[src/rtl/demux_pkg.sv]
// Shared constants and helpers for the 1xN stream demultiplexer.
package demux_pkg;

  localparam int unsigned DROP_W_DEFAULT = 8;
  localparam int unsigned DROP_MAX       = (1 << DROP_W_DEFAULT) - 1;

  // Select width that never collapses to zero bits (N_OUT = 2 still needs one bit).
  function automatic int unsigned clog2_min1(input int unsigned n);
    return (n <= 2) ? 1 : $clog2(n);
  endfunction

endpackage

[src/rtl/demux_slot.sv]
// One-entry output register slice for a single demux channel.
module demux_slot #(
  parameter int unsigned WIDTH = 8
) (
  input  logic             clk,
  input  logic             rst_n,
  input  logic             load,
  input  logic [WIDTH-1:0] load_data,
  input  logic             out_ready,
  output logic             out_valid,
  output logic [WIDTH-1:0] out_data,
  output logic             can_take
);

  logic             valid_q, valid_d;
  logic [WIDTH-1:0] data_q, data_d;

  // Load wins over drain so a beat leaving this cycle can be replaced without a bubble.
  always_comb begin
    valid_d = valid_q;
    data_d  = data_q;
    if (load) begin
      valid_d = 1'b1;
      data_d  = load_data;
    end else if (valid_q && out_ready) begin
      valid_d = 1'b0;
    end
  end

  always_ff @(posedge clk or negedge rst_n) begin
    if (!rst_n) begin
      valid_q <= 1'b0;
      data_q  <= '0;
    end else begin
      valid_q <= valid_d;
      data_q  <= data_d;
    end
  end

  assign out_valid = valid_q;
  assign out_data  = data_q;
  assign can_take  = ~valid_q | out_ready;

endmodule

[src/rtl/demux_stream_1xn.sv]
// Valid/ready stream demux: routes each beat to one of N_OUT registered channels or broadcasts it.
module demux_stream_1xn
  import demux_pkg::*;
#(
  parameter int unsigned WIDTH  = 8,
  parameter int unsigned N_OUT  = 4,
  parameter int unsigned SEL_W  = clog2_min1(N_OUT),
  parameter int unsigned DROP_W = DROP_W_DEFAULT
) (
  input  logic                   clk,
  input  logic                   rst_n,
  input  logic [WIDTH-1:0]       in_data,
  input  logic [SEL_W-1:0]       in_sel,
  input  logic                   in_bcast,
  input  logic                   in_valid,
  output logic                   in_ready,
  output logic [N_OUT*WIDTH-1:0] out_data,
  output logic [N_OUT-1:0]       out_valid,
  input  logic [N_OUT-1:0]       out_ready,
  output logic                   err_sel,
  output logic [DROP_W-1:0]      drop_cnt
);

  localparam int unsigned NCodes = 1 << SEL_W;

  logic [N_OUT-1:0]  can_take;
  logic [N_OUT-1:0]  load;
  logic [NCodes-1:0] code_take;
  logic [NCodes-1:0] code_ok;
  logic              fire;
  logic              drop;
  logic              err_q, err_d;
  logic [DROP_W-1:0] drop_cnt_q, drop_cnt_d;

  // Unused select codes always accept so the producer never stalls on a bad index.
  for (genvar g = 0; g < NCodes; g++) begin : g_code
    if (g < N_OUT) begin : g_in
      assign code_take[g] = can_take[g];
      assign code_ok[g]   = 1'b1;
    end else begin : g_out
      assign code_take[g] = 1'b1;
      assign code_ok[g]   = 1'b0;
    end
  end

  assign in_ready = rst_n & (in_bcast ? &can_take : code_take[in_sel]);
  assign fire     = in_valid & in_ready;
  assign drop     = fire & ~in_bcast & ~code_ok[in_sel];

  for (genvar k = 0; k < N_OUT; k++) begin : g_slot
    assign load[k] = fire & (in_bcast | (in_sel == SEL_W'(k)));

    demux_slot #(
      .WIDTH (WIDTH)
    ) u_slot (
      .clk       (clk),
      .rst_n     (rst_n),
      .load      (load[k]),
      .load_data (in_data),
      .out_ready (out_ready[k]),
      .out_valid (out_valid[k]),
      .out_data  (out_data[k*WIDTH +: WIDTH]),
      .can_take  (can_take[k])
    );
  end

  always_comb begin
    err_d      = drop;
    drop_cnt_d = drop_cnt_q;
    if (drop && !(&drop_cnt_q)) begin
      drop_cnt_d = drop_cnt_q + 1'b1;
    end
  end

  always_ff @(posedge clk or negedge rst_n) begin
    if (!rst_n) begin
      err_q      <= 1'b0;
      drop_cnt_q <= '0;
    end else begin
      err_q      <= err_d;
      drop_cnt_q <= drop_cnt_d;
    end
  end

  assign err_sel  = err_q;
  assign drop_cnt = drop_cnt_q;

endmodule

[config.mk]
export PLATFORM = sky130hd
export DESIGN_NAME = demux_stream_1xn
export DESIGN_NICKNAME = d
export VERILOG_FILES = /design/src/rtl/demux_pkg.sv /design/src/rtl/demux_slot.sv /design/src/rtl/demux_stream_1xn.sv
export SDC_FILE = /design/constraint.sdc
export NUM_CORES = 1
export LEC_CHECK = 0
export ABC_AREA = 1
export CAP_MARGIN = 20
export CORE_ASPECT_RATIO = 0.6
export CORE_MARGIN = 8
export CORE_UTILIZATION = 40
export CTS_CLUSTER_SIZE = 10
export DETAILED_ROUTE_END_ITERATION = 10
export PLACE_DENSITY = 0.76
export SETUP_SLACK_MARGIN = 0.5
export SKIP_CTS_REPAIR_TIMING = 1
export SLEW_MARGIN = 10
export SYNTH_ARGS = -nofsm -noshare
export SYNTH_HDL_FRONTEND = slang
export SYNTH_SLANG_ARGS = --single-unit
[constraint.sdc]
create_clock -name clk -period 1.19 [get_ports clk]
set_input_delay 0.1785 -clock clk [delete_from_list [all_inputs] [get_ports clk]]
set_output_delay 0.1785 -clock clk [all_outputs]
set_load 0.005 [all_outputs]
==> run metrics, run 1 <==
outcome complete, but fails checks; failing checks hold timing, setup timing; minimum clock period approximately 1500 ps; drt first pass iters 4; final worst slack -266 ps; leakage 1.49 nW; crit start category flip-flop; First DRT Iteration DRCs ~180; largest net degree at the start of global routing 32; sw frac 0.317; PortBufs 54; DR vias/cell about 5.2; Starting Density 0.425; grt met2 use 0.240; hold_ws -55.0 ps; H-tree Lvls 2; sequential share of power 0.400; clk sink count 36; number of synthesized flops with an enable pin 0; Reg2Reg Launch Point g_slot[1].u_slot.out_valid; Pwr Total approximately 4.2 mW; required time at the worst-slack endpoint about 1400 ps; endpoints failing setup 38; vias after detailed routing ~1900; crit end category flip-flop; Pwr Density between 1000 and 1500 nW/µm²; Netlist cell types 22; clk buf depth 2; Main synth FF type dfrtp_1; share of layout cells above drive strength 1 0.432; Ys Warns 0; post-synth top area cell dfrtp_1; Worst Setup SP g_slot[1].u_slot.out_valid; Die W a little over 100 µm; Mean Syn Cell Area approximately 9 µm²; clock power share 0.259; Synth top cells by count nand2_1, dfrtp_1, nand4_1; met1 GRT Util 0.206; Final #Nets about 310; Placer Congestion 0.805; Tot GR Track Use 0.157; period utilization 1.22; Area contributors post-synth dfrtp_1, nand2_1, nand4_1, buf_4, nand4_4; fin cells 356; R2R setup slack -270 ps; grt peak-use layer met2; Sw Pwr 1.33 mW; Ports 64; asr flop ratio synth 1.00; Gate power share 0.341; hpwl dp 3940 µm; Rows 18; # diodes 0; unrepaired setup endpoints after global routing true; area share of the largest cell type after synthesis 0.506; Final Max Tran Viols 0; Crit path arrival time 1640 ps; Post-Syn Area 1780 µm²; initial antenna violation count 0; Die Area roughly 6900 µm²; DRC violations left 0; fillers roughly 320; fmax around 0.7 GHz; CTS tree yes; placed cell count between 300 and 400; CP endpoint g_slot[0].u_slot.out_data[5]; clk_skew approximately 9.3 ps; endpoints failing hold 36; Root Driver clkbuf_8; top-count cell post-synth nand2_1; WS Path Type reg2reg; CP max FO 8; FF+latch count, synth 36; global-route wire length before repair ~8300 µm; M3 GR Usage 0.0564; VDD IR max between 0.6 and 0.7 mV; wire per inst around 18 µm; reg2reg path depth 10; synthesis-to-layout area growth 58.3%; Num CTS Buffers 5; clk_lat worst skew approximately 300 ps; Die Ht between 60 and 70 µm; dpl ws -736 ps; drt total wl 6230 µm; clk slew on worst S/H paths ~80 ps; core area 4190 µm²; sequential element share of the synthesized area 0.506; worst hold path type in2async; reg2reg end g_slot[0].u_slot.out_data[5]; antenna-violating nets left 0; vias in the first global route 1629; internal power roughly 2.9 mW; grt total ovfl 0; area occupied by multi-input gates ~850 µm²; Storage cell area 901 µm²; max cap viols 0; Cells after Synth roughly 190
cell type report:
class                           instances  area share
Multi-Input combinational cell        141       0.302
Tap cell                               60      0.0266
Clock inverter                          3      0.0151
Timing Repair Buffer                  102       0.298
Sequential cell                        36       0.320
Inverter                                9      0.0138
Clock buffer                            5      0.0244
flip-flops by register name, indices dropped and copies added, names as in the netlist:
register	count
g_slot.u_slot.out_data	32
g_slot.u_slot.out_valid	4
critical path, cell delays in order (launching register included):
cell	delay, ps
dfrtp_1	390
inv_2	80
nor2_4	40
nand2_2	70
buf_6	100
inv_4	30
nor2_4	100
buf_12	160
nand4_4	190
nand2_1	120
nand2_1	60
kinds of logic after synthesis:
family                 synth area share
AO/OA/AOI/OAI                    0.0169
buffers and inverters            0.0970
flip-flops                        0.506
other                           0.00211
AND/OR/NAND/NOR                   0.378
placed cells by master, fill, tap and decap left out, types with 3 or more instances in the layout:
cell,n
conb_1,9
buf_4,36
dfrtp_1,36
nand2_4,3
dlymetal6s2s_1,3
clkbuf_2,3
nand4_4,7
nand2_2,8
buf_2,32
clkdlybuf4s50_1,13
inv_1,4
buf_12,5
buf_6,9
nand2_1,67
nand4_1,32
clkbuf_8,5
nor2_4,5
through the flow:
stage	cell area, µm²	utilization	TNS [ps]
floorplan	1820	-	-217
global placement	2490	0.595	-21800
detailed placement	2490	0.595	-23490
CTS	2600	0.622	-18670
global route	2820	0.673	-9660
finish	2820	0.673	-7070
power groups by stage:
stage	Combinational [mW]	Sequential [mW]	Clock (mW)
5_1_grt	1.58	1.70	1.14
3_5_place_dp	1.30	1.70	0
2_1_floorplan	0.456	1.70	0
3_3_place_gp	1.27	1.70	0
6_report	1.43	1.67	1.09
4_1_cts	1.32	1.68	1.10
worst min-delay path by stage:
| stage | slack, ps | start | to | cells past startpoint |
|---|---|---|---|---|
| floorplan | -120 | rst_n | g_slot[0].u_slot.out_data[0] | 0 |
| finish | -50 | rst_n | g_slot[2].u_slot.out_data[0] | 2 |
| detailed placement | 270 | rst_n | g_slot[0].u_slot.out_valid | 2 |
| global route | -30 | rst_n | g_slot[2].u_slot.out_data[0] | 2 |
| CTS | -50 | rst_n | g_slot[2].u_slot.out_data[0] | 2 |
| global placement | 270 | rst_n | g_slot[0].u_slot.out_valid | 2 |
routing by layer:
layer,part of all wire,up-vias
met1,0.44,891
met5,0,-
met2,0.45,102
met4,0.014,0
li1,-,853
met3,0.095,11
(Power assumes the default switching activity.)
==> inputs of run 2 (changes only) <==
--- a/config.mk
+++ b/config.mk
@@ -9,10 +9,11 @@
 export CAP_MARGIN = 20
 export CORE_ASPECT_RATIO = 0.6
 export CORE_MARGIN = 8
-export CORE_UTILIZATION = 40
+export CORE_UTILIZATION = 50
 export CTS_CLUSTER_SIZE = 10
 export DETAILED_ROUTE_END_ITERATION = 10
-export PLACE_DENSITY = 0.76
+export DONT_BUFFER_PORTS = 1
+export PLACE_DENSITY = 0.68
 export SETUP_SLACK_MARGIN = 0.5
 export SKIP_CTS_REPAIR_TIMING = 1
 export SLEW_MARGIN = 10
==> run 2 against run 1 <==
Against the previous run:
- the flow still finishes with violations (hold timing, setup timing)
- via count shrank 14%
- clock skew fell by 4.4 ps
- combinational power shrank 45%
- largest cell class unchanged
==> run metrics, run 2 (same netlist as run 1, synthesis figures left out) <==
PortBufs 0; vias after detailed routing 1591; VDD IR max between 0.9 and 1 mV; Placer Congestion a little under 0.8; final worst slack -318 ps; dpl ws -178 ps; fmax about 0.66 GHz; R2R setup slack -300 ps; crit end category primary output; core area about 3300 µm²; fillers between 200 and 250; Largest register FFs 32; drt total wl approximately 5400 µm; First DRT Iteration DRCs 95; vias in the first global route 1322; Die Ht a little over 60 µm; Crit path arrival time around 1300 ps; Final Max Tran Viols 0; Root Driver clkbuf_8; WS Path Type reg2out; clk_skew 4.89 ps; endpoints failing setup 38; # diodes 0; unrepaired setup endpoints after global routing true; sequential share of power 0.515; clk slew on worst S/H paths ~70 ps; Die W 93.0 µm; fin util 0.698; Die Area a little under 6000 µm²; hpwl dp approximately 3400 µm; Rows 16; clock power share 0.259; placed cell count ~240; area occupied by multi-input gates roughly 900 µm²; fin cells ~280; Sw Pwr roughly 1.1 mW; hold_ws -424 ps; drt first pass iters 4; outcome complete, but fails checks; share of layout cells above drive strength 1 0.385; grt total ovfl 0; synthesis-to-layout area growth 30.3%; fin area ~2300 µm²; sw frac 0.317; Gate power share 0.226; CP max FO 8; Starting Density 0.536; Num CTS Buffers 5; global-route wire length before repair around 7300 µm; clk buf depth 2; failing checks hold timing, setup timing; most frequent cells in the layout nand2_1, dfrtp_1, nand4_1; Ports 64; placed instance area 1880 µm²; max cap viols 0; clk_lat worst skew 290 ps; Final TNS setup -8130 ps; crit start category flip-flop; initial antenna violation count 0; wire per inst a little under 20 µm; Pwr Density around 1500 nW/µm²; internal power roughly 2.4 mW; DRC violations left 0; endpoints failing hold 36; largest net degree at the start of global routing 39; worst hold path type in2async; period utilization 1.27; commonest non-fill, non-tap cell in the layout nand2_1; Final #Nets around 250; minimum clock period 1510 ps; leakage roughly 1.1 nW; required time at the worst-slack endpoint 1010 ps; DR vias/cell approximately 5.8; H-tree Lvls 2; clk sink count 36; Tot GR Track Use 0.160; antenna-violating nets left 0; Storage cell area ~900 µm²; CTS tree yes
[run 2: cell count changes in the layout (fill, tap and decap cells not counted), sizes merged]
cell / previous run / this run
buf: 82 / 35
bufinv: 1 / 0
clkbuf: 9 / 8
clkdlybuf4s50: 13 / 0
clkinv: 2 / 1
clkinvlp: 1 / 0
dlygate4sd3: 0 / 2
dlymetal6s2s: 3 / 0
[run 2: cell type report]
type | instances | area share
Clock buffer | 8 | 0.0388
Inverter | 9 | 0.0156
Multi-Input combinational cell | 141 | 0.386
Sequential cell | 36 | 0.388
Tap cell | 45 | 0.0243
Timing Repair Buffer | 37 | 0.147
[run 2: power by group through the flow]
stage	Sequential, mW	Clock (mW)	Combinational (mW)
floorplan	1.70	0	0.456
global placement	1.79	0	0.524
detailed placement	1.79	0	0.549
CTS	1.77	0.912	0.553
global route	1.83	0.987	0.857
finish	1.78	0.894	0.781
[run 2: metal layers]
layer / share of wire / routed length (µm) / track usage
met1: 0.38 / 2050 / 0.191
met3: 0.14 / 728 / 0.0959
met4: 0.020 / 107 / 0.0659
met2: 0.46 / 2470 / 0.227
met5: 0 / 0 / 0
[run 2: stage by stage]
stage / hold WS, ps / total power, mW
6_report: -424 / 3.45
5_1_grt: -444 / 3.67
4_1_cts: -430 / 3.24
3_5_place_dp: -116 / 2.34
3_3_place_gp: -116 / 2.31
2_1_floorplan: -117 / 2.15
[run 2: worst max-delay path, stage by stage, from the launching register on]
cell and delay (ps):
dfrtp_1 380, nand2_2 80, o21bai_4 120, nand2_2 80, nor2_4 150, buf_12 130, buf_6 90
[run 2: final timing paths]
| kind | start | end | cells after the start |
|---|---|---|---|
| worst max-delay path | g_slot[0].u_slot.out_valid | in_ready | 6 |
| worst min-delay path | rst_n | g_slot[3].u_slot.out_data[2] | 0 |
| worst max register to register | g_slot[2].u_slot.out_valid | g_slot[1].u_slot.out_valid | 9 |
| worst min register to register | g_slot[0].u_slot.out_data[6] | g_slot[0].u_slot.out_data[6] | 2 |
| max in group asynchronous | rst_n | g_slot[1].u_slot.out_data[1] | 0 |
| min in group clk | in_data[7] | g_slot[2].u_slot.out_data[7] | 2 |
==> inputs of run 3 (changes only) <==
--- a/config.mk
+++ b/config.mk
@@ -13,7 +13,6 @@
 export CTS_CLUSTER_SIZE = 10
 export DETAILED_ROUTE_END_ITERATION = 10
 export DONT_BUFFER_PORTS = 1
-export PLACE_DENSITY = 0.68
 export SETUP_SLACK_MARGIN = 0.5
 export SKIP_CTS_REPAIR_TIMING = 1
 export SLEW_MARGIN = 10
==> constraint.sdc (replaced) <==
create_clock -name clk -period 1.8 [get_ports clk]
set_input_delay 0.27 -clock clk [delete_from_list [all_inputs] [get_ports clk]]
set_output_delay 0.27 -clock clk [all_outputs]
set_load 0.005 [all_outputs]
==> run 3 against run 2 <==
Against the previous run:
- the flow now finishes without violations
- worst setup slack better by 620 ps
- first-iteration DRC count is 3.2% lower
- register-to-register slack improved by 690 ps
- clock skew shrank 1.0 ps
==> run metrics, run 3 (same netlist as run 1, synthesis figures left out) <==
VDD IR max around 0.58 mV; vias after detailed routing ~1400; endpoints failing hold 0; global-route wire length before repair 7220 µm; Crit path arrival time roughly 1200 ps; clk_lat worst skew approximately 280 ps; Final Max Tran Viols 0; CTS tree yes; period utilization 0.830; drt total wl roughly 5000 µm; # diodes 0; R2R setup slack 390 ps; drt first pass iters 4; commonest non-fill, non-tap cell in the layout nand2_1; Die Ht between 60 and 70 µm; wire per inst roughly 20 µm; initial antenna violation count 0; Tot GR Track Use 0.160; unrepaired setup endpoints after global routing true; First DRT Iteration DRCs between 90 and 100; PortBufs 0; core area 3320 µm²; required time at the worst-slack endpoint approximately 1500 ps; DRC violations left 0; synthesis-to-layout area growth 16.1%; crit start category flip-flop; clk_skew just under 4 ps; Ports 64; endpoints failing setup 0; WS Path Type reg2out; largest net degree at the start of global routing 39; max cap viols 0; Largest register FFs 32; CP max FO 5; clk sink count 36; Die Area a little under 6000 µm²; worst hold path type in2reg; clk slew on worst S/H paths approximately 60 ps; Root Driver clkbuf_8; H-tree Lvls 2; Pwr Density approximately 1000 nW/µm²; minimum clock period about 1500 ps; Final #Nets between 200 and 250; crit end category primary output; Num CTS Buffers 5; leakage approximately 1.0 nW; Final TNS setup 0 ps; hpwl dp approximately 3300 µm; Die W ~93 µm; Rows 16; outcome finished clean; vias in the first global route 1333; Placer Congestion roughly 0.82; share of layout cells above drive strength 1 0.267; fin area around 2100 µm²; fmax roughly 0.67 GHz; most frequent cells in the layout nand2_1, dfrtp_1, nand4_1; placed instance area 1750 µm²; clk buf depth 2; antenna-violating nets left 0; grt total ovfl 0; Starting Density 0.536; DR vias/cell 5.73
==> run 3: cell types whose count changed in the layout (fill, tap and decap cells not counted), moves of 5 or more <==
cell / previous run / this run
buf_6: 10 / 5
nand2_2: 21 / 12
nand2_1: 54 / 63
buf_4: 23 / 3
==> run 3: stage by stage <==
step	total power, mW	worst slack, ps	std cells	util	hold slack, ps
after floorplan	1.42	519	202	-	-25.6
after global placement	1.47	341	229	0.525	-24.6
after detailed placement	1.49	300	229	0.525	-24.4
after CTS	2.07	268	237	0.552	-327
after global routing	2.30	241	251	0.622	44.4
final	2.15	306	251	0.622	59.4
==> run 3: report_power, final <==
group | internal, mW | switching, mW | total, mW
Clock | 0.312 | 0.262 | 0.574
Combinational | 0.162 | 0.248 | 0.410
Sequential | 0.997 | 0.173 | 1.17
Total | 1.47 | 0.683 | 2.15
==> run 3: worst max-delay path, cell delays in order (launching register included) <==
cell and delay (ps):
dfrtp_1 410, nand2_2 110, o21bai_1 130, nand2_2 100
nor2_4 190
==> run 3: cell type report <==
type	count	area (µm²)
well taps	45	56.3
multi-input cells	141	850
flip-flops and latches	36	901
clock buffers	8	90.1
fillers	295	1260
repair buffers	12	134
inverters	9	36.3
==> run 3: path summary, 6_finish.rpt <==
path	cells after the start	startpoint	end
hold reg to reg	2	g_slot[2].u_slot.out_data[1]	g_slot[2].u_slot.out_data[1]
setup reg to reg	7	g_slot[0].u_slot.out_valid	g_slot[2].u_slot.out_data[1]
setup / recovery	4	g_slot[0].u_slot.out_valid	in_ready
min in group asynchronous	2	rst_n	g_slot[0].u_slot.out_valid
max in group asynchronous	2	rst_n	g_slot[2].u_slot.out_data[3]
hold / removal	1	out_ready[2]	g_slot[2].u_slot.out_valid
==> run 3: layer usage <==
metal / GRT usage / share of wire
met1: 0.199 / 0.42
met5: 0 / 0
met2: 0.231 / 0.45
met3: 0.0911 / 0.13
met4: 0.0439 / 0.0052
